File: config.mk
export PLATFORM = sky130hd
export DESIGN_NAME = time_entry_ctrl
export DESIGN_NICKNAME = d
export VERILOG_FILES = /design/src/rtl/time_entry_ctrl.sv
export SDC_FILE = /design/constraint.sdc
export NUM_CORES = 1
export LEC_CHECK = 0
export BUFFER_PORTS_ARGS = -buffer_cell sky130_fd_sc_hd__buf_2
export CAP_MARGIN = 15
export CORE_ASPECT_RATIO = 1.5
export CORE_UTILIZATION = 35
export CTS_BUF_LIST = sky130_fd_sc_hd__clkbuf_4 sky130_fd_sc_hd__clkbuf_8
export CTS_CLUSTER_DIAMETER = 80
export DETAILED_ROUTE_END_ITERATION = 10
export PLACE_DENSITY = 0.62
export SLEW_MARGIN = 20
export SYNTH_ARGS = -nofsm -noshare
export SYNTH_HDL_FRONTEND = slang
export SYNTH_SLANG_ARGS = --single-unit
File: constraint.sdc
create_clock -name clock -period 6.2 [get_ports clock]
set_input_delay 0.93 -clock clock [delete_from_list [all_inputs] [get_ports clock]]
set_output_delay 0.93 -clock clock [all_outputs]
set_load 0.005 [all_outputs]
File: src/rtl/time_entry_ctrl.sv
// Set-button driven time entry: synchronises and debounces the button, then collects
// hour, minute and second from the switches and emits a load pulse for clock or alarm.
module time_entry_ctrl #(
  parameter int unsigned DEBOUNCE_CYCLES = 50000,
  parameter int unsigned TIMEOUT_CYCLES  = 5000000
) (
  input  logic        clock,
  input  logic        reset,
  input  logic [8:0]  switches,
  input  logic        button,
  output logic [16:0] time_out,
  output logic        load_time,
  output logic        load_alarm,
  output logic [1:0]  field_sel,
  output logic        blink
);

  localparam int unsigned DW = $clog2(DEBOUNCE_CYCLES + 1);
  localparam int unsigned TW = $clog2(TIMEOUT_CYCLES + 1);
  localparam logic [DW-1:0] DB_LAST = DW'(DEBOUNCE_CYCLES - 1);
  localparam logic [TW-1:0] TO_LAST = TW'(TIMEOUT_CYCLES - 1);

  typedef enum logic [2:0] {IDLE, SET_HOUR, SET_MIN, SET_SEC, COMMIT} state_t;

  // Switch bits [7:6] carry no meaning; only target and field value are synchronised.
  logic [1:0]    sw_unused;
  logic [6:0]    sw_meta, sw_sync;
  logic          btn_meta, btn_sync;
  logic [DW-1:0] db_cnt;
  logic          stable, stable_q, press;

  state_t        state;
  logic          target;
  logic [4:0]    hh_scr;
  logic [5:0]    mm_scr, ss_scr;
  logic [TW-1:0] idle_cnt;
  logic          expired;
  logic [4:0]    hh_clamp;
  logic [5:0]    ms_clamp;

  assign sw_unused = switches[7:6];

  always_ff @(posedge clock or posedge reset) begin
    if (reset) begin
      btn_meta <= 1'b0;
      btn_sync <= 1'b0;
      sw_meta  <= '0;
      sw_sync  <= '0;
      db_cnt   <= '0;
      stable   <= 1'b0;
      stable_q <= 1'b0;
      press    <= 1'b0;
    end else begin
      btn_meta <= button;
      btn_sync <= btn_meta;
      sw_meta  <= {switches[8], switches[5:0]};
      sw_sync  <= sw_meta;
      stable_q <= stable;
      press    <= stable & ~stable_q;
      if (btn_sync == stable) begin
        db_cnt <= '0;
      end else if (db_cnt == DB_LAST) begin
        db_cnt <= '0;
        stable <= ~stable;
      end else begin
        db_cnt <= db_cnt + DW'(1);
      end
    end
  end

  assign expired  = (idle_cnt == TO_LAST);
  assign hh_clamp = (sw_sync[4:0] > 5'd23) ? 5'd23 : sw_sync[4:0];
  assign ms_clamp = (sw_sync[5:0] > 6'd59) ? 6'd59 : sw_sync[5:0];

  always_ff @(posedge clock or posedge reset) begin
    if (reset) begin
      state      <= IDLE;
      target     <= 1'b0;
      hh_scr     <= '0;
      mm_scr     <= '0;
      ss_scr     <= '0;
      idle_cnt   <= '0;
      time_out   <= '0;
      load_time  <= 1'b0;
      load_alarm <= 1'b0;
      field_sel  <= 2'd0;
      blink      <= 1'b0;
    end else begin
      load_time  <= 1'b0;
      load_alarm <= 1'b0;
      case (state)
        IDLE: begin
          if (press) begin
            target    <= sw_sync[6];
            idle_cnt  <= '0;
            state     <= SET_HOUR;
            field_sel <= 2'd1;
            blink     <= 1'b1;
          end
        end
        SET_HOUR, SET_MIN, SET_SEC: begin
          // A press takes priority over an expiring idle count in the same cycle.
          if (press) begin
            idle_cnt <= '0;
            case (state)
              SET_HOUR: begin
                hh_scr    <= hh_clamp;
                state     <= SET_MIN;
                field_sel <= 2'd2;
              end
              SET_MIN: begin
                mm_scr    <= ms_clamp;
                state     <= SET_SEC;
                field_sel <= 2'd3;
              end
              default: begin
                ss_scr    <= ms_clamp;
                state     <= COMMIT;
                field_sel <= 2'd0;
                blink     <= 1'b0;
              end
            endcase
          end else if (expired) begin
            state     <= IDLE;
            field_sel <= 2'd0;
            blink     <= 1'b0;
          end else begin
            idle_cnt <= idle_cnt + TW'(1);
          end
        end
        COMMIT: begin
          time_out   <= {hh_scr, mm_scr, ss_scr};
          load_time  <= ~target;
          load_alarm <= target;
          state      <= IDLE;
        end
        default: begin
          state     <= IDLE;
          field_sel <= 2'd0;
          blink     <= 1'b0;
        end
      endcase
    end
  end

endmodule

==> After elaboration in Yosys (flattened, before gate mapping) <==
Cells that the tools add are included.
{ "word_totals": {"rom_bits": 0, "wordCells": 79, "ramBits": 0, "inputBits": 12, "n_memories": 0, "latchBits": 0, "reg_bits": 101} }
{ "classes": {"n_mux": 25, "multipliers": 0, "n_reduce_logical": 13, "n_eq_ne": 11, "n_bitwise": 7, "n_addsub": 2, "order_cmp": 2, "n_shift": 0, "n_div": 0} }
{ "op_table": {"columns": ["cell", "n"], "rows": [
  ["2-to-1 mux 23 bit", 3],
  ["one-hot mux 23 bit (2 select lines)", 1],
  ["2-to-1 mux 16 bit", 2],
  ["adder 23 x 1 -> 23 bit, second input constant", 1],
  ["equality test 23 bit, second input constant", 1],
  ["adder 16 x 1 -> 16 bit, second input constant", 1],
  ["equality test 16 bit, second input constant", 1],
  ["AND reduction 3 bit", 5],
  ["one-hot mux 3 bit (2 select lines)", 2],
  ["2-to-1 mux 3 bit", 3],
  ["!= test 3 bit, second input constant", 3],
  ["equality test 3 x 2 -> 1 bit, second input constant", 2],
  ["greater-than comparator 6 bit, second input constant", 1],
  ["2-to-1 mux 1 bit", 6],
  ["2-to-1 mux 2 bit", 3],
  ["2-to-1 mux 6 bit", 1],
  ["inverter 1 bit", 6],
  ["one-hot mux 2 bit (3 select lines)", 1],
  ["AND reduction 2 bit", 3],
  ["greater-than comparator 5 bit, second input constant", 1],
  ["2-to-1 mux 5 bit", 1],
  ["one-hot mux 2 bit (2 select lines)", 1],
  ["AND reduction 4 bit", 1],
  ["equality test 3 x 1 -> 1 bit, second input constant", 1],
  ["9 further kinds", 9]
]} }

==> Depth between registers and ports, before layout <==
{ "logic_depth": {"word_depth": 5, "depth_mapped": 8, "mapped_depth_nobuf": 6} }

==> Worst setup path before layout <==
OpenSTA, ideal clock, no wires.
{ "synth_timing": {"path_kind": "flip-flop to flip-flop", "start": "register idle_cnt[0]", "end": "register idle_cnt[10]", "path_stages_with_launch": 9, "synth_period_minus_slack_ns": 2.187, "arrival_time_ns": 2.065, "path_buffers": 2, "t_required_ns": 6.079, "setup_slack_ns": 4.013, "path_cell_list": "dfrtp_1 ha_1 nand2_1 or4_1 o21ai_0 buf_2 buf_6 nor2_1 o22a_1"} }
{ "synth_between": {"elab_chain_cells": 4, "elab_cells_between_ends": 7, "cone_classes": "1 x add/sub; 2 x eq/ne; 3 x mux; 1 x reduce/logical"} }
{ "synth_lines": {"columns": ["element", "line", "rtl"], "rows": [
  ["start: declaration", "36", "logic [TW-1:0] idle_cnt;"],
  ["start signal: assignment", "128", "idle_cnt <= idle_cnt + TW'(1);"],
  ["adder 23 x 1 -> 23 bit", "128", null],
  ["2-to-1 mux 23 bit", "123", "end else if (expired) begin"],
  ["2-to-1 mux 23 bit", "103", "if (press) begin"],
  ["one-hot mux 23 bit (2 select lines)", "91", "case (state)"]
]} }
Several ways; a longest one is shown, not always the timed one. The select of a mux whose other input is x is not followed.
A chain may end at the register's enable or synchronous reset.

==> Worst setup path in the final report <==
{ "layout_timing": {"start": "register idle_cnt[1]", "end": "register idle_cnt[15]"} }
The elaborated chain is that of the path after synthesis.

==> out/qor.csv <==
stage,metric,value,unit
die,die_height,138,microns
die,die_x,92.5,microns
cts,clock_tree_from_tritoncts,done,
route,drc_errors,0,
layout,layout-area-overhead-vs-synth,11.4,%
timing,worstMarginPinSlew,0.952,ns
synth,synth_flop_cell,sky130_fd_sc_hd__dfrtp_1,
timing,timing.setup.tns,0,ns
min_path,hold-path-cell-count,0,
place,detailedPlacementHpwl,5550,microns
die,die_area,0.0127,sq mm
worst_setup_path,critPathKind,reg -> reg,
cts,cts_inserted_buffers,9,
grt,grt_max_degree,77,
worst_setup_path,crit_path_start,idle_cnt[1],
layout,regArea,0.00253,sq mm
power,share_seq_of_total_power,60.0,%
layout,num-fill-cells,1167,
die,core_area,0.0120,sq mm
synth,yosysWarningCount,0,
cts,hold_buffers,0,
synth,async_reset_ff_share,100,%
place,port_buffers,31,
timing,report.final.slew_viol_count,0,
timing,worst_slack,3.47,ns
min_path,hold_path_startpoint,btn_meta,
worst_setup_path,crit_chain,ha_1 -> nand2_1 -> or4_1 -> o21ai_0 -> buf_4 -> nor3_1 -> o221a_2,
worst_setup_path,worstRegToRegCells,7,
synth,avgSynthCellArea,11.1,sq um
layout,layout-drive-gt1-share,20.3,%
layout,multi_input_area,0.00167,sq mm
power,power.switching_fraction,25.3,%
route,routedWlPerCell,14.2,microns
timing,finClkSkew,0.00866,ns
min_path,hold_end,btn_sync,
synth,synth_seq_area_share,58.8,%
die,boundaryPins,34,
place,dpl_worst_slack,3.52,ns
worst_setup_path,timing.critical_path.required,6.48,ns
timing,grt_setup_unrepaired,false,
worst_setup_path,r2r-end,idle_cnt[15],
power,power_share_of_the_clock_group,38.1,%
worst_setup_path,cp_max_stage_cell,sky130_fd_sc_hd__or4_1,
power,leakagePower,2.26,nW
power,peakVddDrop,0.000180,V
timing,final_hold_viol_count,0,
timing,achievable-frequency,367,MHz
cts,cts.repair_timing.setup_buffer_count,0,
grt,groute.usage.overall,14.1,%
timing,finalWorstPathRequiredPeriod,2.73,ns
cts,postCtsResizedCells,0,
synth,ys_ff_latch,101,
synth,synth.distinct_cells,51,
power,cellInternalPower,0.835,mW
timing,final.period_utilization,44.0,%
power,pwr-share-comb,2.0,%
worst_setup_path,path_delay_family,compound AO/OA/AOI/OAI gates,
grt,first_pass_grt_wire_length,13900,microns
power,power.density_cell_area,233,mW/mm^2
cts,numClockSinks,101,
power,p_switching,0.282,mW
layout,layout.nets,427,
die,start_util,35.9,%
grt,grt_antenna_before_repair,0,
die,fp-row-count,49,
cts,htree_num_levels,3,
worst_setup_path,critical_path_peak_fanout,16,
route,drt_iter0_markers,211,
timing,timing.slew.headroom,36.0,%
route,num_vias,2904,
worst_setup_path,worst-endpoint-arrival,3.00,ns
route,detail_route.first_pass.iterations,4,
worst_setup_path,reg2reg_from,idle_cnt[1],
worst_setup_path,worst_setup_path_start_kind,register,
job,max_cap_viols,0,
route,routed_via_density,5.09,
worst_setup_path,combined_buffer_and_inverter_count_along_the_critical_path,1,
worst_setup_path,r2r_setup_slk,3.47,ns
grt,grt_pass1_vias,2890,
cts,cts.root.buffer_cell,sky130_fd_sc_hd__clkbuf_8,
synth,synthCells,386,
grt,total_congestion_overflow_after_global_routing,0,
cts,clk_transition_reported_paths,0.11,ns
place,routabilityCongestion,0.777,
timing,setup_viol,0,
status,run_status,"finished, final reports clean",
cts,clock_tree.buffer_depth,2,
layout,diodes,0,
synth,syn-num-nets,400,
route,wl,8100,microns
cts,clk-insertion-delay-late,0.38,ns
synth,area_of_the_mapped_netlist,0.00430,sq mm
min_path,hp-class,reg -> reg,
synth,edff_count_synth,0,
route,ant_nets,0,
worst_setup_path,highest_cell_delay_on_the_worst_timing_path,0.55,ns
worst_setup_path,critical_path.endpoint_type,register,
## layer usage
layer / up-vias / wire, microns / track usage (%)
li1: 1417 / - / -
met1: 1429 / 3490 / 16.7
met2: 44 / 4150 / 23.7
met3: 14 / 261 / 3.20
met4: 0 / 196 / 7.20
met5: - / 0 / 0
## power groups by stage
| stage | combinational (mW) | clock, mW | sequential (mW) |
|---|---|---|---|
| floorplan | 0.0162 | 0 | 0.681 |
| global placement | 0.0229 | 0 | 0.683 |
| detailed placement | 0.0232 | 0 | 0.683 |
| CTS | 0.0234 | 0.443 | 0.670 |
| global route | 0.0264 | 0.468 | 0.671 |
| finish | 0.0219 | 0.425 | 0.670 |
## cells in the final DEF, fill, tap and decap left out, types with 4 or more instances in the layout
master and n:
sky130_fd_sc_hd__clkbuf_8 9, sky130_fd_sc_hd__or4_1 6, sky130_fd_sc_hd__nor2_1 34, sky130_fd_sc_hd__and3_1 8, sky130_fd_sc_hd__buf_2 31, sky130_fd_sc_hd__nand3_1 21, sky130_fd_sc_hd__a21oi_1 18, sky130_fd_sc_hd__mux2_2 25
sky130_fd_sc_hd__nor3_1 8, sky130_fd_sc_hd__o31ai_1 4, sky130_fd_sc_hd__o21ai_0 22, sky130_fd_sc_hd__dfrtp_1 101, sky130_fd_sc_hd__nand4_1 5, sky130_fd_sc_hd__nor2b_1 5, sky130_fd_sc_hd__xnor2_1 8, sky130_fd_sc_hd__nand2_1 37
sky130_fd_sc_hd__nor4_1 4, sky130_fd_sc_hd__xor2_1 13
## kinds of logic after synthesis
| family | count (synthesis) | share of synthesized area, % |
|---|---|---|
| simple gates | 152 | 18.1 |
| flops | 101 | 58.8 |
| buf+inv | 21 | 2.36 |
| fa+ha+maj | 2 | 0.582 |
| xor+xnor | 21 | 4.28 |
| compound gates | 61 | 8.59 |
| mux | 28 | 7.25 |
## synthesized netlist by cell type, types with 2 or more instances
cell / instances / area [sq um]
sky130_fd_sc_hd__a21o_1: 2 / 15.0
sky130_fd_sc_hd__a21oi_1: 18 / 90.1
sky130_fd_sc_hd__a22o_1: 2 / 17.5
sky130_fd_sc_hd__a22oi_1: 2 / 15.0
sky130_fd_sc_hd__a41oi_1: 2 / 17.5
sky130_fd_sc_hd__and2_1: 2 / 12.5
sky130_fd_sc_hd__and3_1: 8 / 50.1
sky130_fd_sc_hd__and4_1: 3 / 26.3
sky130_fd_sc_hd__buf_2: 3 / 15.0
sky130_fd_sc_hd__clkbuf_1: 10 / 37.5
sky130_fd_sc_hd__dfrtp_1: 101 / 2530
sky130_fd_sc_hd__ha_1: 2 / 25.0
sky130_fd_sc_hd__inv_1: 4 / 15.0
sky130_fd_sc_hd__mux2_2: 25 / 282
sky130_fd_sc_hd__mux2i_1: 3 / 30.0
sky130_fd_sc_hd__nand2_1: 37 / 139
sky130_fd_sc_hd__nand2b_1: 2 / 12.5
sky130_fd_sc_hd__nand3_1: 21 / 105
sky130_fd_sc_hd__nand4_1: 5 / 31.3
sky130_fd_sc_hd__nor2_1: 34 / 128
sky130_fd_sc_hd__nor2b_1: 5 / 31.3
sky130_fd_sc_hd__nor3_1: 8 / 40.0
sky130_fd_sc_hd__nor4_1: 4 / 25.0
sky130_fd_sc_hd__nor4b_1: 3 / 26.3
sky130_fd_sc_hd__o211ai_1: 3 / 22.5
sky130_fd_sc_hd__o21ai_0: 22 / 110
sky130_fd_sc_hd__o31ai_1: 4 / 30.0
sky130_fd_sc_hd__or2_2: 2 / 12.5
sky130_fd_sc_hd__or3_1: 3 / 18.8
sky130_fd_sc_hd__or4_1: 6 / 45.0
sky130_fd_sc_hd__xnor2_1: 8 / 70.1
sky130_fd_sc_hd__xor2_1: 13 / 114
## how the worst max path moves through the flow
stage,cells after the start,to
floorplan,1,blink
global placement,7,idle_cnt[15]
detailed placement,7,idle_cnt[15]
CTS,7,idle_cnt[15]
global route,6,idle_cnt[22]
finish,7,idle_cnt[15]
## metrics by stage
step | cell area [sq um] | hold slack (ns) | total power [mW] | util [%] | cells
floorplan | 4300 | 0.331 | 0.697 | - | 386
global placement | 4580 | 0.331 | 0.706 | 38.3 | 555
detailed placement | 4580 | 0.335 | 0.706 | 38.3 | 555
CTS | 4790 | 0.362 | 1.14 | 40.1 | 571
global route | 4790 | 0.370 | 1.17 | 40.1 | 571
finish | 4790 | 0.359 | 1.12 | 40.1 | 571
## sequential cells by signal (all words and copies together) (netlist names), 2 cells and up
signal     cells
idle_cnt      23
time_out      17
db_cnt        16
sw_meta        7
sw_sync        7
mm_scr         6
ss_scr         6
hh_scr         5
state          3
field_sel      2
## layout make-up
| type | instances | area share (%) |
|---|---|---|
| flip-flops and latches | 101 | 52.8 |
| multi-input cells | 264 | 34.9 |
| well taps | 153 | 4.00 |
| repair buffers | 33 | 3.55 |
| clock buffers | 9 | 2.59 |
| clock inverters | 7 | 1.86 |
| inverters | 4 | 0.366 |
No activity file was read; power rests on OpenSTA's default activity.
